===== src/rtl/traffic_light_monitor.sv =====
// Passive checker/decoder for the traffic-light lamp and 7-segment outputs.
// Define TL_MON_SEG_CHECK_EN to build the 7-segment decode and its checks.
module traffic_light_monitor #(
  parameter int unsigned T_RED         = 10,
  parameter int unsigned T_RED_YELLOW  = 3,
  parameter int unsigned T_GREEN       = 10,
  parameter int unsigned T_GREEN_BLINK = 8,
  parameter int unsigned T_YELLOW      = 3
) (
  input  logic       clk,
  input  logic       rst,
  input  logic       red_light,
  input  logic       yellow_light,
  input  logic       green_light,
  input  logic [6:0] seven_seg,
  output logic [2:0] phase,
  output logic [3:0] digit,
  output logic       digit_valid,
  output logic       phase_done,
  output logic [4:0] phase_len,
  output logic [7:0] cycle_count,
  output logic       seq_error,
  output logic [2:0] err_code,
  output logic [7:0] err_count
);

  localparam logic [2:0] PH_IDLE        = 3'd0;
  localparam logic [2:0] PH_RED         = 3'd1;
  localparam logic [2:0] PH_RED_YELLOW  = 3'd2;
  localparam logic [2:0] PH_GREEN       = 3'd3;
  localparam logic [2:0] PH_GREEN_BLINK = 3'd4;
  localparam logic [2:0] PH_YELLOW      = 3'd5;

  localparam logic [2:0] L_DARK       = 3'b000;
  localparam logic [2:0] L_GREEN      = 3'b001;
  localparam logic [2:0] L_YELLOW     = 3'b010;
  localparam logic [2:0] L_RED        = 3'b100;
  localparam logic [2:0] L_RED_YELLOW = 3'b110;

  localparam logic [4:0] CNT_MAX  = 5'd31;
  localparam logic [7:0] BYTE_MAX = 8'd255;
  localparam logic [4:0] T_RED_L  = 5'(T_RED);

  function automatic logic [4:0] expected_len(input logic [2:0] ph);
    case (ph)
      PH_RED:         expected_len = 5'(T_RED);
      PH_RED_YELLOW:  expected_len = 5'(T_RED_YELLOW);
      PH_GREEN:       expected_len = 5'(T_GREEN);
      PH_GREEN_BLINK: expected_len = 5'(T_GREEN_BLINK);
      PH_YELLOW:      expected_len = 5'(T_YELLOW);
      default:        expected_len = 5'd0;
    endcase
  endfunction

  // Returns {valid, value}; segment order is {g,f,e,d,c,b,a}, blank encodes 0.
  function automatic logic [4:0] seg_decode(input logic [6:0] seg);
    case (seg)
      7'b0000000: seg_decode = {1'b1, 4'd0};
      7'b0000110: seg_decode = {1'b1, 4'd1};
      7'b1011011: seg_decode = {1'b1, 4'd2};
      7'b1001111: seg_decode = {1'b1, 4'd3};
      7'b1100110: seg_decode = {1'b1, 4'd4};
      7'b1101101: seg_decode = {1'b1, 4'd5};
      7'b1111101: seg_decode = {1'b1, 4'd6};
      7'b0000111: seg_decode = {1'b1, 4'd7};
      7'b1111111: seg_decode = {1'b1, 4'd8};
      7'b1101111: seg_decode = {1'b1, 4'd9};
      default:    seg_decode = {1'b0, 4'd0};
    endcase
  endfunction

  function automatic logic [2:0] first_code(input logic [6:1] errs);
    if (errs[1]) begin
      first_code = 3'd1;
    end else if (errs[2]) begin
      first_code = 3'd2;
    end else if (errs[3]) begin
      first_code = 3'd3;
    end else if (errs[4]) begin
      first_code = 3'd4;
    end else if (errs[5]) begin
      first_code = 3'd5;
    end else if (errs[6]) begin
      first_code = 3'd6;
    end else begin
      first_code = 3'd0;
    end
  endfunction

  logic [2:0] phase_r;
  logic [4:0] cnt_r;
  logic       resync_r;
  logic [2:0] last_lamp_r;
  logic [3:0] digit_r;
  logic       digit_valid_r;
  logic       phase_done_r;
  logic [4:0] phase_len_r;
  logic [7:0] cycle_count_r;
  logic       seq_error_r;
  logic [2:0] err_code_r;
  logic [7:0] err_count_r;

  logic [2:0] lamp_s;
  logic       lamp_illegal_s;
  logic [2:0] next_phase_s;
  logic       seq_err_s;
  logic       phase_change_s;
  logic       phase_exit_s;
  logic       legal_exit_s;
  logic [4:0] cnt_next_s;
  logic [6:1] err_s;
  logic       any_err_s;
  logic [3:0] seg_digit_s;
  logic       seg_valid_s;
  logic       seg_bad_s;
  logic       seg_count_err_s;

  assign lamp_s         = {red_light, yellow_light, green_light};
  assign lamp_illegal_s = (lamp_s == 3'b011) || (lamp_s == 3'b101) || (lamp_s == 3'b111);

  // Phase sequencer: legal stays/advances, anything else drops to IDLE.
  always_comb begin
    next_phase_s = PH_IDLE;
    seq_err_s    = 1'b0;
    if (lamp_illegal_s) begin
      next_phase_s = PH_IDLE;
    end else begin
      case (phase_r)
        PH_IDLE: begin
          if (lamp_s == L_RED) next_phase_s = PH_RED;
          else                 next_phase_s = PH_IDLE;
        end
        PH_RED: begin
          if (lamp_s == L_RED)             next_phase_s = PH_RED;
          else if (lamp_s == L_RED_YELLOW) next_phase_s = PH_RED_YELLOW;
          else                             seq_err_s    = 1'b1;
        end
        PH_RED_YELLOW: begin
          if (lamp_s == L_RED_YELLOW) next_phase_s = PH_RED_YELLOW;
          else if (lamp_s == L_GREEN) next_phase_s = PH_GREEN;
          else                        seq_err_s    = 1'b1;
        end
        PH_GREEN: begin
          if (lamp_s == L_GREEN)     next_phase_s = PH_GREEN;
          else if (lamp_s == L_DARK) next_phase_s = PH_GREEN_BLINK;
          else                       seq_err_s    = 1'b1;
        end
        PH_GREEN_BLINK: begin
          if ((lamp_s == L_DARK) || (lamp_s == L_GREEN)) next_phase_s = PH_GREEN_BLINK;
          else if (lamp_s == L_YELLOW)                   next_phase_s = PH_YELLOW;
          else                                           seq_err_s    = 1'b1;
        end
        PH_YELLOW: begin
          if (lamp_s == L_YELLOW)   next_phase_s = PH_YELLOW;
          else if (lamp_s == L_RED) next_phase_s = PH_RED;
          else                      seq_err_s    = 1'b1;
        end
        default: next_phase_s = PH_IDLE;
      endcase
    end
  end

  // Phase count of the current sample: 1 on entry, saturating increment on stay.
  always_comb begin
    phase_change_s = (next_phase_s != phase_r);
    phase_exit_s   = phase_change_s && (phase_r != PH_IDLE);
    legal_exit_s   = phase_exit_s && !lamp_illegal_s && !seq_err_s;
    if (phase_change_s) begin
      cnt_next_s = 5'd1;
    end else if (cnt_r == CNT_MAX) begin
      cnt_next_s = CNT_MAX;
    end else begin
      cnt_next_s = cnt_r + 5'd1;
    end
  end

`ifdef TL_MON_SEG_CHECK_EN
  logic [4:0] seg_dec_s;
  logic [4:0] countdown_exp_s;

  // Digit decode and countdown check; counts beyond T_RED expect a steady 0.
  always_comb begin
    seg_dec_s   = seg_decode(seven_seg);
    seg_valid_s = seg_dec_s[4];
    seg_digit_s = seg_dec_s[3:0];
    seg_bad_s   = !seg_dec_s[4];
    if (cnt_next_s <= T_RED_L) begin
      countdown_exp_s = T_RED_L - cnt_next_s;
    end else begin
      countdown_exp_s = 5'd0;
    end
    if (!seg_dec_s[4]) begin
      seg_count_err_s = 1'b0;
    end else if (next_phase_s == PH_RED) begin
      seg_count_err_s = !resync_r && ({1'b0, seg_dec_s[3:0]} != countdown_exp_s);
    end else begin
      seg_count_err_s = (seg_dec_s[3:0] != 4'd0);
    end
  end
`else
  logic unused_seg_s;
  assign unused_seg_s = ^seven_seg;

  // Segment checking is not built: constant-off decode.
  always_comb begin
    seg_valid_s     = 1'b0;
    seg_digit_s     = 4'd0;
    seg_bad_s       = 1'b0;
    seg_count_err_s = 1'b0;
  end
`endif

  // Error vector for this sample, indexed by error code.
  always_comb begin
    err_s[1]  = lamp_illegal_s;
    err_s[2]  = seq_err_s;
    err_s[3]  = legal_exit_s && !resync_r && (cnt_r != expected_len(phase_r));
    err_s[4]  = (phase_r == PH_GREEN_BLINK) && (next_phase_s == PH_GREEN_BLINK) &&
                (lamp_s == last_lamp_r);
    err_s[5]  = seg_count_err_s;
    err_s[6]  = seg_bad_s;
    any_err_s = |err_s;
  end

  // State, statistics and sticky error registers.
  always_ff @(posedge clk) begin
    if (rst) begin
      phase_r       <= PH_IDLE;
      cnt_r         <= 5'd0;
      resync_r      <= 1'b1;
      last_lamp_r   <= 3'b000;
      digit_r       <= 4'd0;
      digit_valid_r <= 1'b0;
      phase_done_r  <= 1'b0;
      phase_len_r   <= 5'd0;
      cycle_count_r <= 8'd0;
      seq_error_r   <= 1'b0;
      err_code_r    <= 3'd0;
      err_count_r   <= 8'd0;
    end else begin
      phase_r       <= next_phase_s;
      cnt_r         <= cnt_next_s;
      last_lamp_r   <= lamp_s;
      digit_r       <= seg_digit_s;
      digit_valid_r <= seg_valid_s;
      phase_done_r  <= phase_exit_s;
      // Resync covers IDLE and the first phase entered from it.
      if (next_phase_s == PH_IDLE) begin
        resync_r <= 1'b1;
      end else if (legal_exit_s) begin
        resync_r <= 1'b0;
      end
      if (phase_exit_s) begin
        phase_len_r <= cnt_r;
      end
      if ((phase_r == PH_YELLOW) && (next_phase_s == PH_RED)) begin
        cycle_count_r <= cycle_count_r + 8'd1;
      end
      if (any_err_s && !seq_error_r) begin
        seq_error_r <= 1'b1;
        err_code_r  <= first_code(err_s);
      end
      if (any_err_s && (err_count_r != BYTE_MAX)) begin
        err_count_r <= err_count_r + 8'd1;
      end
    end
  end

  assign phase       = phase_r;
  assign digit       = digit_r;
  assign digit_valid = digit_valid_r;
  assign phase_done  = phase_done_r;
  assign phase_len   = phase_len_r;
  assign cycle_count = cycle_count_r;
  assign seq_error   = seq_error_r;
  assign err_code    = err_code_r;
  assign err_count   = err_count_r;

endmodule


===== config.mk =====
export PLATFORM = sky130hd
export DESIGN_NAME = traffic_light_monitor
export DESIGN_NICKNAME = d
export VERILOG_FILES = /design/src/rtl/traffic_light_monitor.sv
export SDC_FILE = /design/constraint.sdc
export NUM_CORES = 1
export LEC_CHECK = 0
export CAP_MARGIN = 25
export CORE_AREA = 5 5 69 71
export DETAILED_ROUTE_END_ITERATION = 8
export DIE_AREA = 0 0 74 76
export HOLD_SLACK_MARGIN = 0.03
export PLACE_DENSITY_LB_ADDON = 0.25
export SLEW_MARGIN = 10
export SYNTH_ARGS = -nofsm -noshare
export SYNTH_HDL_FRONTEND = slang
export SYNTH_SLANG_ARGS = --single-unit
export TNS_END_PERCENT = 20

===== constraint.sdc =====
create_clock -name clk -period 5.2 [get_ports clk]
set_input_delay 0.78 -clock clk [delete_from_list [all_inputs] [get_ports clk]]
set_output_delay 0.78 -clock clk [all_outputs]
set_load 0.005 [all_outputs]

==> out/summary.txt <==
outcome: finished clean
critical path's largest stage delay: 0.82 ns
first-pass GRT wire length: 7672 µm
final setup TNS: 0 ns
hold path start: err_code[1]$_SDFFE_PP0P_
core area: 4174 µm²
# IOs: 46
max-cap violations: 0
fill count: 384
slowest CP cell: clkdlybuf4s50_1
Worst-path clk slew: 0.07 ns
Unique masters post-synth: 57
Cell Pwr Density: 233.2 nW/µm²
min Tclk post-route: 3.220 ns
gr ovfl total: 0
Pwr Total: 584.1 µW
die width: 74 µm
Post-synth EDFFs: 0
Yosys top cell by area: dfxtp_1
Worst R2R End: err_count[5]$_SDFFE_PP0P_
Seq/Total Area, Yosys: 35.98%
Final Max Slew Viols: 0
r2r setup slk: 2.48 ns
clock power share: 36.3%
delay-heaviest family, CP: compound AO/OA/AOI/OAI gates
Switching Fraction: 25.76%
Rows: 24
layout cells sized above 1: 7.447%
Ys Warns: 0
largest buffer count on any clock path: 2
Hold Crit Class: flip-flop to flip-flop
Worst-Skew Late Latency: 0.29 ns
CTS Sinks: 38
Leakage Power: 0.0009475 µW
fin crit share: 61.92%
Crit Path Max Fanout: 18
Int Pwr: 433.6 µW
GRT Resource Usage Total: 17.03%
1st-iter DRT viols: 115
post-synthesis register bit count: 38
vias per inst: 5.464
CTS buffer count: 5
CTS tree: yes
post-CTS setup buffers: 0
vias post-DR: 1825
syn_area_per_cell: 8.260 µm²
Multi-input gate area: 1209 µm²
Slew headroom: 56.70%
synth top area cells: dfxtp_1 36%, nor2_1 6.4%, a21oi_1 5.0%
Post-route DRC: 0
Die Area: 5624 µm²
Final Core Density: 60.01%
Cell Area, Synth: 2115 µm²
Sequential Area: 760.7 µm²
Max IR drop VDD: 142.9 µV
clock root buffer: clkbuf_8
crit path DAT: 3.40 ns
final hold violations: 0
Post-CTS Resized: 0
Comb pwr share: 11.2%
Sw Pwr: 150.5 µW
reg-to-reg startpoint: phase[1]$_SDFF_PP0_
crit start category: input pin
Final Net Count: 296
Initial Util: 50.66%
fmax: 310.6 MHz
pin count of the biggest net entering global routing: 37
WL/cell: 13.34 µm
share of the synthesized area in the top cell type: 35.98%
htree depth: 2
Synth top cells by count: 38 x dfxtp_1, 36 x nor2_1, 21 x a21oi_1
Min-Delay Path Depth: 2
crit-path cells: clkdlybuf4s50_1 -> and2b_1 -> a21oi_1 -> o32ai_1 -> nor2_1 -> o31ai_2 -> and3_1 -> mux2_4
Setup CP Type: input pin to flip-flop
Setup crit end kind: flip-flop
hold_buf cts: 0
Die Y: 76 µm
worst min-delay path endpoint: err_code[1]$_SDFFE_PP0P_
RSZ-0062 raised after global routing: false
Routed Antenna Nets: 0
Syn-to-layout area delta: 18.46%
antenna violations before repair: 0
IO Port Bufs: 33
Required @ worst endpoint: 5.38 ns
Post-Synthesis Cells: 256
drt pass-1 iters: 4
# diodes: 0
vias in the first global route: 1631
Post-synth ARST share: 0%
Worst Setup SP: yellow_light
Flop pwr share: 52.5%
count leader, synth: dfxtp_1
Synth Flop Type: dfxtp_1
worst slew pin tran: 0.6486 ns
dpl hpwl: 3120 µm
final WL: 4457 µm
Buf+Inv Stages, Crit Path: 1
final setup fails: 0
Layout Skew: 0.005298 ns
Register-to-Register Path Depth: 7
RD Place Congestion: 0.7982
[power groups by stage]
stage / combinational (µW) / sequential, µW / clock [µW]
final: 65.5 / 307 / 212
after global routing: 73.5 / 308 / 231
after CTS: 65.8 / 307 / 216
after detailed placement: 65.6 / 313 / 0
after global placement: 64.3 / 313 / 0
after floorplan: 49.7 / 311 / 0
[flip-flops by register name (all words and copies together) (netlist names)]
signal / flops
cycle_count: 8
err_count: 8
cnt_r: 5
phase_len: 5
err_code: 3
last_lamp_r: 3
phase: 3
phase_done: 1
resync_r: 1
seq_error: 1
[metrics by stage]
stage	worst slack (ns)	area (µm²)	instances	hold WS, ns
finish	1.980	2505	334	0.4525
global route	1.717	2505	334	0.5025
CTS	2.002	2505	334	0.4593
detailed placement	1.733	2410	326	0.4493
global placement	1.750	2410	326	0.4413
floorplan	2.725	2130	260	0.4447
[kinds of logic after synthesis]
family | Yosys count | synth area share (%)
AOI/OAI and AO/OA | 56 | 18.94
xor gates and xnor gates | 13 | 5.385
adders and majority gates | 3 | 1.775
buffers and inverters | 30 | 7.573
DFF | 38 | 35.98
muxes | 10 | 5.089
other | 1 | 0.1773
and+or+nand+nor | 105 | 25.09
[worst max-delay path by stage]
stage,depth (start not counted),end,slack (ns)
finish,8,err_count[5]$_SDFFE_PP0P_,1.98
detailed placement,8,err_count[5]$_SDFFE_PP0P_,1.73
global placement,8,err_count[5]$_SDFFE_PP0P_,1.75
global route,8,err_count[5]$_SDFFE_PP0P_,1.72
floorplan,8,err_count[5]$_SDFFE_PP0P_,2.72
CTS,8,err_count[5]$_SDFFE_PP0P_,2.00
[worst reg2reg max path, stage by stage (launching register included)]
cell and delay (ns):
dfxtp_1 0.74, nor3b_1 0.36, a21oi_1 0.14, o221ai_2 0.22, a211oi_2 0.10, o31ai_2 0.49, and3_1 0.27, mux2_4 0.29
[final cells by class]
| cell class | count | area share (%) |
|---|---|---|
| Sequential cell | 38 | 30.37 |
| Clock buffer | 6 | 3.297 |
| Inverter | 10 | 1.499 |
| Multi-Input combinational cell | 192 | 48.25 |
| Clock inverter | 2 | 0.4995 |
| Tap cell | 52 | 2.597 |
| Timing Repair Buffer | 34 | 13.49 |
[routing by layer]
layer	part of all wire, %	global-route usage, %	vias up
met2	46	25.53	37
met5	0	0	-
met1	50	23.36	847
met4	0.81	4.348	0
met3	3.9	5.673	4
li1	-	-	937
[placed cells by master (no fill, tap or decap), types with 5 or more instances in the layout]
cell type        synthesis  layout
clkdlybuf4s50_1          0      33
o21ai_0                  9       9
nor2b_1                  7       7
clkbuf_8                 0       6
inv_1                    9       9
xor2_1                   7       7
nor2_1                  36      36
nor3_1                   8       8
dfxtp_1                 38      38
nand2_1                 15      15
nand3_1                  9       9
conb_1                   1       5
a21oi_1                 21      21
and3_1                   6       6
xnor2_1                  6       6
mux2i_1                  7       7
Power figures use the tool's default switching activity.
